==> config.mk <==
export PLATFORM = sky130hd
export DESIGN_NAME = mem_port_arbiter
export DESIGN_NICKNAME = d
export VERILOG_FILES = /design/src/rtl/mem_port_arbiter.sv
export SDC_FILE = /design/constraint.sdc
export NUM_CORES = 1
export LEC_CHECK = 0
export BUFFER_PORTS_ARGS = -buffer_cell sky130_fd_sc_hd__buf_2
export CAP_MARGIN = 20
export CORE_AREA = 2 2 106 108
export CTS_CLUSTER_SIZE = 10
export DETAILED_ROUTE_END_ITERATION = 12
export DIE_AREA = 0 0 108 110
export MAX_ROUTING_LAYER = met4
export PLACE_DENSITY = 0.84
export SYNTH_ARGS = -nofsm -noshare
export SYNTH_HDL_FRONTEND = slang
export SYNTH_SLANG_ARGS = --single-unit
==> constraint.sdc <==
create_clock -name clk -period 6.1 [get_ports clk]
set_input_delay 0.305 -clock clk [delete_from_list [all_inputs] [get_ports clk]]
set_output_delay 0.305 -clock clk [all_outputs]
set_load 0.02 [all_outputs]
==> src/rtl/mem_port_arbiter.sv <==
`default_nettype none
// ============================================================================
// Module      : mem_port_arbiter
// Description : Round-robin arbiter sharing one synchronous memory port
//               between the CPU load/store path (requester 0) and the
//               debug/program loader (requester 1). Each grant runs one
//               latched transaction and ends with a one-cycle ack pulse.
// Revision    : 1.0 - initial release
// ============================================================================
module mem_port_arbiter #(
    parameter int ADDR_W = 32,
    parameter int DATA_W = 32,
    parameter int RD_LAT = 1
) (
    input  logic              clk,
    input  logic              rst,        // asynchronous, active low
    input  logic [1:0]        req,
    input  logic [1:0]        we,
    input  logic [ADDR_W-1:0] addr0,
    input  logic [ADDR_W-1:0] addr1,
    input  logic [DATA_W-1:0] wdata0,
    input  logic [DATA_W-1:0] wdata1,
    output logic [1:0]        ack,
    output logic [1:0]        gnt,
    output logic [DATA_W-1:0] rdata,
    output logic              busy,
    output logic              mem_en,
    output logic              mem_write,
    output logic [ADDR_W-1:0] m_addr,
    output logic [DATA_W-1:0] m_w_data,
    input  logic [DATA_W-1:0] m_r_data
);

    // A latency counter of two bits cannot represent more than three cycles.
    generate
        if (RD_LAT < 0 || RD_LAT > 3) begin : g_bad_rd_lat
            $error("mem_port_arbiter: RD_LAT must be within 0..3");
        end
    endgenerate

    localparam logic [1:0] c_rd_lat    = 2'(RD_LAT);

    localparam logic [1:0] c_st_idle   = 2'd0;
    localparam logic [1:0] c_st_access = 2'd1;
    localparam logic [1:0] c_st_wait   = 2'd2;
    localparam logic [1:0] c_st_done   = 2'd3;

    logic [1:0]        r_state;
    logic [1:0]        w_state_nxt;
    logic [1:0]        w_win;
    logic              w_win_we;
    logic [ADDR_W-1:0] w_win_addr;
    logic [DATA_W-1:0] w_win_wdata;

    logic [1:0]        r_gnt;
    logic [1:0]        r_ack;
    logic              r_last_gnt;    // index of the requester served last
    logic              r_we;
    logic [ADDR_W-1:0] r_addr;
    logic [DATA_W-1:0] r_wdata;
    logic [DATA_W-1:0] r_rdata;
    logic [1:0]        r_lat_cnt;
    logic              r_busy;
    logic              r_mem_en;
    logic              r_mem_write;

    // Winner selection in IDLE and next-state decode for the transaction FSM.
    always_comb begin
        w_state_nxt = r_state;
        w_win       = 2'b00;
        case (r_state)
            c_st_idle: begin
                case (req)
                    2'b01:   w_win = 2'b01;
                    2'b10:   w_win = 2'b10;
                    // On a tie the requester that was not served last wins.
                    2'b11:   w_win = r_last_gnt ? 2'b01 : 2'b10;
                    default: w_win = 2'b00;
                endcase
                if (w_win != 2'b00) begin
                    w_state_nxt = c_st_access;
                end
            end
            c_st_access: begin
                if (r_we || (RD_LAT == 0)) begin
                    w_state_nxt = c_st_done;
                end else begin
                    w_state_nxt = c_st_wait;
                end
            end
            c_st_wait: begin
                if (r_lat_cnt == 2'd1) begin
                    w_state_nxt = c_st_done;
                end
            end
            c_st_done: begin
                // req is deliberately ignored here, forcing one IDLE cycle.
                w_state_nxt = c_st_idle;
            end
            default: begin
                w_state_nxt = c_st_idle;
            end
        endcase
    end

    assign w_win_we    = |(w_win & we);
    assign w_win_addr  = w_win[1] ? addr1  : addr0;
    assign w_win_wdata = w_win[1] ? wdata1 : wdata0;

    // State register plus every registered output; reset aborts any transfer.
    always_ff @(posedge clk or negedge rst) begin
        if (!rst) begin
            r_state     <= c_st_idle;
            r_gnt       <= 2'b00;
            r_ack       <= 2'b00;
            r_last_gnt  <= 1'b1;
            r_we        <= 1'b0;
            r_addr      <= '0;
            r_wdata     <= '0;
            r_rdata     <= '0;
            r_lat_cnt   <= 2'd0;
            r_busy      <= 1'b0;
            r_mem_en    <= 1'b0;
            r_mem_write <= 1'b0;
        end else begin
            r_state     <= w_state_nxt;
            r_busy      <= (w_state_nxt != c_st_idle);
            r_mem_en    <= (w_state_nxt == c_st_access);
            r_mem_write <= 1'b0;
            r_ack       <= (w_state_nxt == c_st_done) ? r_gnt : 2'b00;
            case (r_state)
                c_st_idle: begin
                    if (w_state_nxt == c_st_access) begin
                        r_gnt       <= w_win;
                        r_we        <= w_win_we;
                        r_addr      <= w_win_addr;
                        r_wdata     <= w_win_wdata;
                        r_mem_write <= w_win_we;
                    end
                end
                c_st_access: begin
                    if (!r_we) begin
                        if (RD_LAT == 0) begin
                            r_rdata <= m_r_data;
                        end else begin
                            r_lat_cnt <= c_rd_lat;
                        end
                    end
                end
                c_st_wait: begin
                    r_lat_cnt <= r_lat_cnt - 2'd1;
                    if (r_lat_cnt == 2'd1) begin
                        r_rdata <= m_r_data;
                    end
                end
                c_st_done: begin
                    r_last_gnt <= r_gnt[1];
                    r_gnt      <= 2'b00;
                end
                default: begin
                    r_gnt <= 2'b00;
                end
            endcase
        end
    end

    assign ack       = r_ack;
    assign gnt       = r_gnt;
    assign rdata     = r_rdata;
    assign busy      = r_busy;
    assign mem_en    = r_mem_en;
    assign mem_write = r_mem_write;
    assign m_addr    = r_addr;
    assign m_w_data  = r_wdata;

endmodule
`default_nettype wire

# Word level (Yosys, flattened, before mapping)
# Index checks and enable logic that the tools add are counted.
[word_totals]
regBits = 109
latch_bits = 0
ramBits = 0
romBits = 0
elab_cells = 52
mem_count = 0
[op_classes]
addsub = 1
multipliers = 0
n_div = 0
n_lt_le_gt_ge = 0
eq_ne = 11
n_shift = 0
muxes = 17
bitwise = 1
n_reduce_logical = 10
[op_table]
columns = ["cell", "n"]
rows = [
  ["32-bit two-way mux", 2],
  ["2-bit two-way mux", 8],
  ["2-bit == test (second input constant)", 5],
  ["2-bit by 1-bit == test with 1-bit output (second input constant)", 4],
  ["2-bit case mux with 2 select lines", 2],
  ["2-bit case mux with 4 select lines", 1],
  ["2-bit AND reduction", 4],
  ["2-bit nonzero test", 4],
  ["2-bit case mux with 3 select lines", 1],
  ["2-bit inequality test (second input constant)", 2],
  ["1-bit two-way mux", 3],
  ["2-bit bitwise AND", 1],
  ["2-bit zero test", 1],
  ["2-bit OR reduction", 1],
  ["2-bit by 1-bit subtractor with 2-bit output (second input constant)", 1],
]

# Logic depth before layout (Yosys ltp)
[logic_depth]
depth_word = 9
ltp_mapped = 7

# Worst setup path before layout
# No wires, ideal clock.
[synth_path]
path_kind = "reg-to-reg"
startpoint = "reg r_state[0]"
endpoint = "reg r_we"
t_arrival_ns = 1.803
setup_slack_ns = 4.170
path_stages_with_launch = 8
synth_period_minus_slack_ns = 1.930
path_cell_list = "dfrtp_1 -> inv_1 -> ha_1 -> o21ai_1 -> a2111oi_4 -> buf_2 -> buf_2 -> a21oi_1"
[synth_between]
elab_chain_cells = 4
[synth_lines]
columns = ["item", "line", "source"]
rows = [
  ["start: declaration", "48", "logic [1:0] r_state;"],
  ["start signal: assignment", "113", "r_state <= c_st_idle;"],
  ["start signal: assignment", "126", "r_state <= w_state_nxt;"],
  ["2-bit == test, or another cell as far along", "71", "case (r_state)"],
  ["2-bit case mux with 4 select lines / 2-bit two-way mux (equally long branches)", "71", ""],
  ["2-bit by 1-bit == test with 1-bit output / 2-bit bitwise AND (equally long branches)", "133, 106", ""],
  ["2-bit AND reduction (no line) / 2-bit OR reduction (equally long branches)", "n/a", ""],
  ["end signal: assignment", "135", "r_we <= w_win_we;"],
  ["end: declaration", "58", "logic r_we;"],
]
# Several ways; a longest one is shown, not always the timed one.
# A chain may end at the register's enable or synchronous reset.

# Worst setup path after layout
[layout_path]
startpoint = "reg r_state[0]"
endpoint = "reg r_gnt[0] (netlist: gnt[0])"
[layout_between]
elab_chain_cells = 5
[layout_lines]
columns = ["item", "line", "source"]
rows = [
  ["2-bit == test, or another cell as far along", "71, 131", ""],
  ["2-bit case mux with 4 select lines", "71", ""],
  ["2-bit by 1-bit == test with 1-bit output", "133", "if (w_state_nxt == c_st_access) begin"],
  ["2-bit inequality test (no line)", "n/a", ""],
  ["2-bit AND reduction (no line)", "n/a", ""],
  ["end signal: assignment", "134", "r_gnt <= w_win;"],
  ["end: declaration", "55", "logic [1:0] r_gnt;"],
]
# Several ways; a longest one is shown, not always the timed one. The select of a mux whose other input is x is not followed.

==> results by group <==
Run status
  – Run status: finished clean

Drt
  – Post-DR wirelength/cell: 14.4 um
  – Remaining DRCs: 0
  – Post-DRT Antenna Nets: 0
  – DR pass1 iterations: 4
  – Initial DRC count: 120
  – WL final: 11.6 mm
  – Routed vias: 3911
  – Routed vias/inst: 4.86

Clock network
  – Clock Path Buffers: 2
  – H-tree levels: 3
  – Clk sinks: 109
  – Clk_lat worst skew: 0.36 ns
  – Total CTS buffers: 9
  – Worst-path clk slew: 0.10 ns
  – Clk root buf: clkbuf_8
  – CTS tree: done

Timing
  – Period minus WS final: 2.57 ns
  – Unrepaired setup endpoints after global routing: false
  – Setup TNS Final: 0 ns
  – Hold Fails Final Rpt: 0
  – Max Freq: 390 MHz
  – Final setup fails: 0
  – Max-slew violations: 0
  – Worst clock skew: 0.0133 ns
  – Rel. slew slack: 46.9%
  – Worst-margin pin slew: 0.797 ns
  – Fin crit share: 42.1%

Setup path
  – Critical path origin: r_state[0]
  – Worst-path maximum fanout: 85
  – CP cell instances: inv_1, ha_1, inv_2, a2111oi_4, buf_4, buf_16, mux2i_1, o21ai_1
  – Req. time, crit path: 6.35 ns
  – Critical path's largest stage delay: 0.48 ns
  – CP top delay family: buffers and inverters
  – Worst Setup End Kind: flip-flop
  – Critical path arrival: 2.81 ns
  – Worst path bufs/invs: 4
  – Worst path slowest cell: buf_4
  – FF-to-FF Start: r_state[0]
  – Critical path class: reg -> reg
  – Startpoint Class: flip-flop

Placed design
  – RD Place Congestion: 0.823
  – IO Port Bufs: 268
  – Post-DP HPWL: 8.98 mm

Final layout
  – Nets: 831
  – Commonest non-fill, non-tap cells in the layout: buf_2 (267), dfrtp_1 (108), a21oi_1 (67)
  – # diodes: 0
  – Area Overhead vs Synth: 36.4%
  – Share of post-route cells with drive strength above 1: 49.1%
  – Fin util: 59.9%
  – Number of fill cells: 909
  – Commonest non-fill, non-tap cell in the layout: buf_2

GRT
  – Largest net degree at the start of global routing: 136
  – GR Overflow Total: 0
  – Vias in the first global route: 3849
  – Antenna violations before repair: 0
  – Total GRT Usage: 19.4%
  – Global-route wire length before repair: 17.4 mm

Synth
  – Post-Synth Adder-Cell Area: 1.60%
  – Synth Area in Simple Gates: 7.03%
  – Yosys reg bits: 109
  – Yosys warns: 0
  – Library cells used by synthesis: 25
  – Main area contributors after synthesis: dfrtp_1 (58%), mux2i_1 (14%), mux2_2 (7.9%)
  – Mean Syn Cell Area: 11.8 um^2
  – Sequential element share of the synthesized area: 58.1%
  – Post-synthesis xor/xnor area fraction: 0%
  – Synth Area in Compound Gates: 8.81%
  – Largest family of logic cells by synthesized area: multiplexers
  – Post-synthesis mux area share: 22.0%
  – Instance count of the mapped netlist: 397
  – Cell type with the largest total area after synthesis: dfrtp_1
  – Net count of the mapped netlist: 569
  – Top cell type's share of synthesized area: 57.5%
  – Mapped Area: 4700 um^2

Flow run
  – Max-Cap Viols: 0

Floorplanning
  – Die W: 108 um
  – Die Y: 110 um
  – Die area: 11900 um^2
  – I/O Pins: 269
  – Core area: 10700 um^2
  – Initial Util: 43.9%
  – FP Rows: 38

Hold path
  – Hold Crit Class: in -> reg
  – Hold Path Origin: m_r_data[19]

Power and ir drop
  – Peak VDD IR: 0.269 mV
  – Pwr per Cell Area: 542 nW/um^2
  – Static Leakage: 0.00350 uW
-- sequential cells by signal, indices dropped and copies added (netlist names), 2 cells and up --
register,count
r_state,2
ack,2
gnt,2
m_addr,32
m_w_data,32
rdata,32
r_lat_cnt,2
-- stage by stage --
| stage | setup slack [ns] | instance area (um^2) | cells | total power (uW) | hold WS, ns |
|---|---|---|---|---|---|
| 3_3_place_gp | 3.52 | 6140 | 785 | 2960 | 0.311 |
| 3_5_place_dp | 3.34 | 6170 | 786 | 3060 | 0.324 |
| 6_report | 3.53 | 6410 | 804 | 3470 | 0.169 |
| 2_1_floorplan | 4.17 | 4700 | 397 | 2450 | 0.00941 |
| 4_1_cts | 3.30 | 6380 | 803 | 3500 | 0.149 |
| 5_1_grt | 3.34 | 6410 | 804 | 3720 | 0.146 |
-- metal layers --
layer | global-route usage (%) | vias to the layer above | part of all wire, %
met5 | - | - | 0
met4 | 7.42 | 0 | 1.8
met3 | 3.94 | 16 | 7.9
met2 | 35.4 | 179 | 52
met1 | 20.9 | 1814 | 38
li1 | - | 1902 | -
-- Yosys cell counts --
cell / count
nand3b_1: 2
a21oi_1: 67
inv_1: 3
dfrtp_1: 108
o21ai_1: 2
mux2i_1: 66
ha_1: 6
nor2_1: 65
a2111oi_4: 1
nor2b_1: 2
mux2_2: 33
and3_1: 3
a32oi_1: 1
a21boi_0: 1
a32o_1: 1
buf_1: 3
nand2b_1: 1
dfstp_2: 1
clkbuf_1: 7
inv_2: 1
nor4b_1: 1
buf_2: 13
nand2_1: 5
o21ai_0: 3
or2_2: 1
-- logic make-up after synthesis --
kind of cell,count (synthesis)
flip-flops,109
multiplexers,99
AND/OR/NAND/NOR,80
AO/OA/AOI/OAI,76
buffers and inverters,27
adder cells (fa/ha/maj),6
-- final timing paths --
kind                                    end  cells past startpoint  slack [ns]
worst max-delay path                 gnt[0]                      8        3.53
worst min-delay path              rdata[19]                      2        0.17
worst max register to register       gnt[0]                      8        3.53
worst min register to register    rdata[29]                      1        0.51
max in group asynchronous        m_addr[11]                      3        4.40
min in group asynchronous       m_w_data[1]                      2        0.47
-- power by group --
part | total [uW] | switching, uW | internal, uW
combinational | 1760 | 1070 | 687
clock | 441 | 238 | 203
sequential | 1280 | 185 | 1090
-- cell type report --
class	count	area, um^2	share of cell area, %
clock buffers	11	141	2.21
clock inverters	5	57.6	0.898
inverters	4	15.0	0.234
multi-input cells	261	1860	29.0
flip-flops and latches	109	2730	42.6
well taps	140	175	2.73
repair buffers	274	1430	22.3
-- worst reg2reg max path, stage by stage, from the launching register on --
cell	delay, ns
dfrtp_1	0.44
inv_1	0.13
ha_1	0.34
inv_2	0.09
a2111oi_4	0.31
buf_4	0.48
buf_16	0.33
mux2i_1	0.25
o21ai_1	0.08
-- repair_timing --
item                      4_1_cts  5_1_grt
resized for setup               0        0
hold buffers                    1        0
hold endpoints to repair       42        0
setup buffers                   0        0
Note: power is estimated with default switching activity, not from simulation.
